## config.mk

```make
export PLATFORM = sky130hd
export DESIGN_NAME = timer_irq_dev
export DESIGN_NICKNAME = d
export VERILOG_FILES = /design/src/rtl/timer_irq_dev.sv
export SDC_FILE = /design/constraint.sdc
export NUM_CORES = 1
export LEC_CHECK = 0
export BUFFER_PORTS_ARGS = -buffer_cell sky130_fd_sc_hd__buf_2
export CORE_MARGIN = 2
export CORE_UTILIZATION = 53
export CTS_CLUSTER_DIAMETER = 50
export DETAILED_ROUTE_END_ITERATION = 10
export HOLD_SLACK_MARGIN = 0.12
export PLACE_DENSITY = 0.84
export SLEW_MARGIN = 20
export SYNTH_ARGS = -nofsm -noshare
export SYNTH_HDL_FRONTEND = slang
export SYNTH_SLANG_ARGS = --single-unit
```

## constraint.sdc

```tcl
create_clock -name clk -period 2.9 [get_ports clk]
set_clock_uncertainty 0.15 [all_clocks]
set_input_delay 0.29 -clock clk [delete_from_list [all_inputs] [get_ports clk]]
set_output_delay 0.29 -clock clk [all_outputs]
set_load 0.01 [all_outputs]
```

## src/rtl/timer_irq_dev.sv

```systemverilog
// Memory-mapped countdown timer that raises a CPU interrupt on expiry.
// Registers: CTRL (EN/MODE/IM), PRESET, COUNT (read-only), ACK (pending flag).
module timer_irq_dev #(
   parameter int CNT_W   = 32,
   parameter int ADDR_LO = 2
) (
   input  logic        clk,
   input  logic        reset,
   input  logic        sel,
   input  logic [31:0] addr,
   input  logic [3:0]  byteen,
   input  logic [31:0] wdata,
   output logic [31:0] rdata,
   output logic        irq
);

   typedef enum logic [1:0] {
      IDLE = 2'd0,
      LOAD = 2'd1,
      CNT  = 2'd2,
      INT  = 2'd3
   } state_e;

   localparam logic [1:0] OFF_CTRL   = 2'd0;
   localparam logic [1:0] OFF_PRESET = 2'd1;
   localparam logic [1:0] OFF_COUNT  = 2'd2;
   localparam logic [1:0] OFF_ACK    = 2'd3;

   localparam logic [1:0] MODE_RELOAD = 2'd1;

   state_e           state_q, state_d;
   logic [3:0]       ctrl_q, ctrl_d;
   logic [CNT_W-1:0] preset_q, preset_d;
   logic [CNT_W-1:0] count_q, count_d;
   logic             pending_q, pending_d;

   logic [1:0]  off;
   logic        wr_en;
   logic [31:0] preset_merged;
   logic        unused_addr;

   assign off         = addr[ADDR_LO+1:ADDR_LO];
   assign wr_en       = sel & (|byteen);
   assign unused_addr = ^addr;

   always_comb begin
      preset_merged = 32'(preset_q);
      for (int b = 0; b < 4; b++) begin
         if (byteen[b]) preset_merged[8*b +: 8] = wdata[8*b +: 8];
      end
   end

   // NOTE: every always_comb output gets a default first so no path leaves it unassigned (no latch).
   always_comb begin
      state_d   = state_q;
      ctrl_d    = ctrl_q;
      preset_d  = preset_q;
      count_d   = count_q;
      pending_d = pending_q;

      if (wr_en) begin
         case (off)
            OFF_CTRL:   if (byteen[0]) ctrl_d = wdata[3:0];
            OFF_PRESET: preset_d = preset_merged[CNT_W-1:0];
            OFF_ACK:    pending_d = 1'b0;
            default:    ;
         endcase
      end

      // FSM decisions use *_q so a bus write only affects them from the next cycle;
      // the FSM assignments come last so the hardware set/clear wins over the bus.
      case (state_q)
         IDLE: begin
            if (ctrl_q[0]) state_d = LOAD;
         end
         LOAD: begin
            count_d = preset_q;
            state_d = CNT;
         end
         CNT: begin
            if (!ctrl_q[0]) begin
               state_d = IDLE;
            end else if (count_q > CNT_W'(1)) begin
               count_d = count_q - CNT_W'(1);
            end else begin
               count_d = '0;
               state_d = INT;
            end
         end
         INT: begin
            pending_d = 1'b1;
            if (ctrl_q[2:1] == MODE_RELOAD) begin
               state_d = LOAD;
            end else begin
               ctrl_d[0] = 1'b0;
               state_d   = IDLE;
            end
         end
         default: state_d = IDLE;
      endcase
   end

   // NOTE: reset is synchronous and active-low; every state register is cleared, including COUNT.
   always_ff @(posedge clk) begin
      if (!reset) begin
         state_q   <= IDLE;
         ctrl_q    <= '0;
         preset_q  <= '0;
         count_q   <= '0;
         pending_q <= 1'b0;
      end else begin
         // NOTE: sequential state uses non-blocking assignments so all registers update together.
         state_q   <= state_d;
         ctrl_q    <= ctrl_d;
         preset_q  <= preset_d;
         count_q   <= count_d;
         pending_q <= pending_d;
      end
   end

   always_comb begin
      rdata = '0;
      case (off)
         OFF_CTRL:   rdata = {28'b0, ctrl_q};
         OFF_PRESET: rdata = 32'(preset_q);
         OFF_COUNT:  rdata = 32'(count_q);
         OFF_ACK:    rdata = {31'b0, pending_q};
         default:    rdata = '0;
      endcase
   end

   assign irq = pending_q & ctrl_q[3];

endmodule

```

==> out/results.ini <==
[run_status]
status = finished, final reports clean

[critical_path]
cp_top_family = simple AND/OR/NAND/NOR gates
end_kind = flop
cp.arrival_ns = 2.63
cp_slowest_stage_delay_ns = 0.58
cp.buffers_inverters = 1
path_cells = inv_1, ha_1, or3b_2, nor4_2, a22oi_1, o21ai_0, a31oi_1
r2r_slack_ns = 0.33
cp.required_ns = 2.96
r2r_end = count_q[28]
crit-reg2reg-launch = count_q[0]
cp-start-kind = flop
rr_worst_depth = 7
path_class = flop to flop
worstPathMaxFanout = 8
cp_slowest_cell = or3b_2

[pwr]
power_mw = 1.95
irDropWorstVdd_mv = 0.267
cellLeakagePower_nw = 2.02
p_per_area_nw_per_um2 = 397

[global_route]
grt_max_degree = 32
track_usage_pct = 30.3
grt_pass1_wl_um = 20400
antenna_found_initial = 0
overflow = 0
grt_pass1_vias = 4258

[route]
firstDrtPassIters = 5
finalWirelength_um = 12600
drtIter0Drc = 486
avgRoutedWirePerCell_um = 17.7
antenna_left = 0
drc_errors = 0
vias = 4569
via_per_inst = 6.42

[synthesis]
synthArstFlopShare_pct = 0
synth_top_family_by_area = simple AND/OR/NAND/NOR gates
synth_area_um2 = 4010
yosysTopAreaCellShare_pct = 35.4
synthAdderAreaFrac_pct = 0.623
synth_xor_xnor_area_share_pct = 0.218
syn_nets = 600
synth-simple-area-share_pct = 28.8
synth-compound-area-share_pct = 26.7
yosysWarnings = 0
syn_inst = 527
synth_cell_type_count = 55
syn_avg_cell_area_um2 = 7.62
synth.area.top_cells = dfxtp_1 (35%), nand2_1 (9.2%), a21oi_1 (6.9%)
synthMuxAreaShare_pct = 3.12
yosys.area.top_type = dfxtp_1
synth_edf_count = 0
synth_flop_cell = dfxtp_1
yosysSeqAreaShare_pct = 35.4
synth_seq_cells = 71

[min_path]
min_to = pending_q
min-delay-path-class = input pin to flop
hold_path_depth = 4
hp-start = byteen[2]

[timing]
relSlewSlack_pct = 50.9
slew_viol_final = 0
tightest_slew_ns = 0.731
final-setup-viol-count = 0
worst_slack_ns = 0.334
setup_tns_ns = 0
fin_crit_ns = 2.57
fin_crit_sh_pct = 88.5
finalHoldViolations = 0
rsz0062_at_grt = no
clock.fmax_mhz = 390

[finish]
fin_util_pct = 67.5
fin_cells = 712
antenna_cells = 0
syn_to_final_growth_pct = 22.7
drive_above_1_share_pct = 18.9
fin_nets = 684

[cts]
clkLatencyLatePin_ns = 0.35
clk_pin_slew_ns = 0.07
clock_sinks = 71
cts_tree = done
cts-root-buf = clkbuf_8
numCtsBuffers = 9
cts_buffer_depth = 2
h-tree-depth = 3

[run]
max_cap_viol_count = 0

[die]
dieArea_um2 = 8290
die_x_um = 91.0
initial_utilization_pct = 55.0
rows = 31
die_h_um = 91.0
core_area_um2 = 7290
io_pins = 104

[place]
routabilityCongestion = 0.911
dpl.hpwl_um = 8120
numPlacedInstances = 667
io_buffers = 73
dp_slack_ns = 0.442

state kept, by name (all words and copies together), names as in the netlist:
| signal | cells |
|---|---|
| pending_q | 1 |
| preset_q | 32 |
| count_q | 32 |
| state_q | 2 |
| ctrl_q | 4 |
metrics by stage:
stage               hold slack, ns  cell area (um^2)
floorplan                    0.252              4010
CTS                          0.177              4920
detailed placement           0.312              4430
finish                       0.192              4920
global placement             0.305              4430
global route                 0.185              4920
cells in the mapped netlist, types with 2 or more instances:
cell type and instances:
mux2_2 2, nor4_1 9, a21o_1 2, nor3_1 13
nor2b_1 7, o21a_1 4, a31oi_1 19, nand3_1 23
o211ai_1 3, a211oi_1 3, or3_1 5, a22o_1 29
and3_1 13, o22ai_1 2, o311ai_0 2, and2_1 3
clkbuf_1 36, o31a_1 3, o31ai_1 2, dfxtp_1 71
a21oi_1 55, nor2_1 18, nand2_1 98, inv_1 6
mux2i_1 8, o211a_1 2, or4_1 8, buf_2 5
o21ai_0 27, nand2b_1 3, buf_1 2, a22oi_1 5
nand4_1 10, nor4_2 3, nor3b_1 3, or2_2 2
nor4_4 2, ha_1 2
kinds of logic after synthesis:
family,after synthesis
buffers and inverters,51
flip-flops,71
multiplexers,11
adder cells (fa/ha/maj),2
AO/OA/AOI/OAI,165
AND/OR/NAND/NOR,226
XOR/XNOR,1
routing by layer:
metal,up-vias,track usage (%),share of wire [%]
met5,-,0,0
met4,0,11.9,2.8
met3,42,6.97,10
met2,292,50.7,47
met1,2125,37.8,40
li1,2110,-,-
layout by cell type (no fill, tap or decap), types with 5 or more instances in the layout:
master	n
nand2_1	98
buf_2	73
dfxtp_1	71
a21oi_1	55
dlygate4sd3_1	32
a22o_1	29
o21ai_0	27
nand3_1	23
a31oi_1	19
nor2_1	17
and3_1	13
nor3_1	13
clkbuf_8	12
buf_4	11
nand4_1	10
nor4_1	9
mux2i_1	8
or4_1	8
inv_1	6
nor2b_1	5
a22oi_1	5
or3_1	5
worst reg2reg max path: cells and delay by family (launching register included):
family | cells | cell delay (ns)
buffers and inverters | 1 | 0.12
adder cells (fa/ha/maj) | 1 | 0.23
AO/OA/AOI/OAI | 3 | 0.51
flip-flops | 1 | 0.36
AND/OR/NAND/NOR | 2 | 1.08
where the power goes:
group,total [mW],leakage (nW),internal (mW),switching (mW)
sequential,1.00,0.573,0.988,0.0141
clock,0.732,0.0902,0.366,0.367
combinational,0.220,1.36,0.0959,0.124
worst max-delay path by stage:
stage               cells past startpoint  slack (ns)   startpoint     endpoint
finish                                  7        0.33   count_q[0]  count_q[28]
global placement                        7        0.49   count_q[0]  count_q[28]
detailed placement                      7        0.44   count_q[0]  count_q[20]
global route                            7        0.16   count_q[0]  count_q[28]
floorplan                               7        0.70  count_q[26]  count_q[14]
CTS                                     7        0.38   count_q[0]  count_q[28]
what timing repair did:
action | CTS | global route
gates resized for setup | 0 | 0
setup buffers | 0 | 0
hold buffers | 32 | 0
hold endpoints to repair | 36 | 0
final cells by class:
cell class / count / area (um^2)
Timing Repair Buffer: 117 / 788
Inverter: 7 / 26.3
Fill cell: 634 / 2370
Multi-Input combinational cell: 405 / 2390
Clock buffer: 12 / 165
Tap cell: 99 / 124
Clock inverter: 1 / 5.00
Sequential cell: 71 / 1420
No activity file was read; power rests on OpenSTA's default activity.
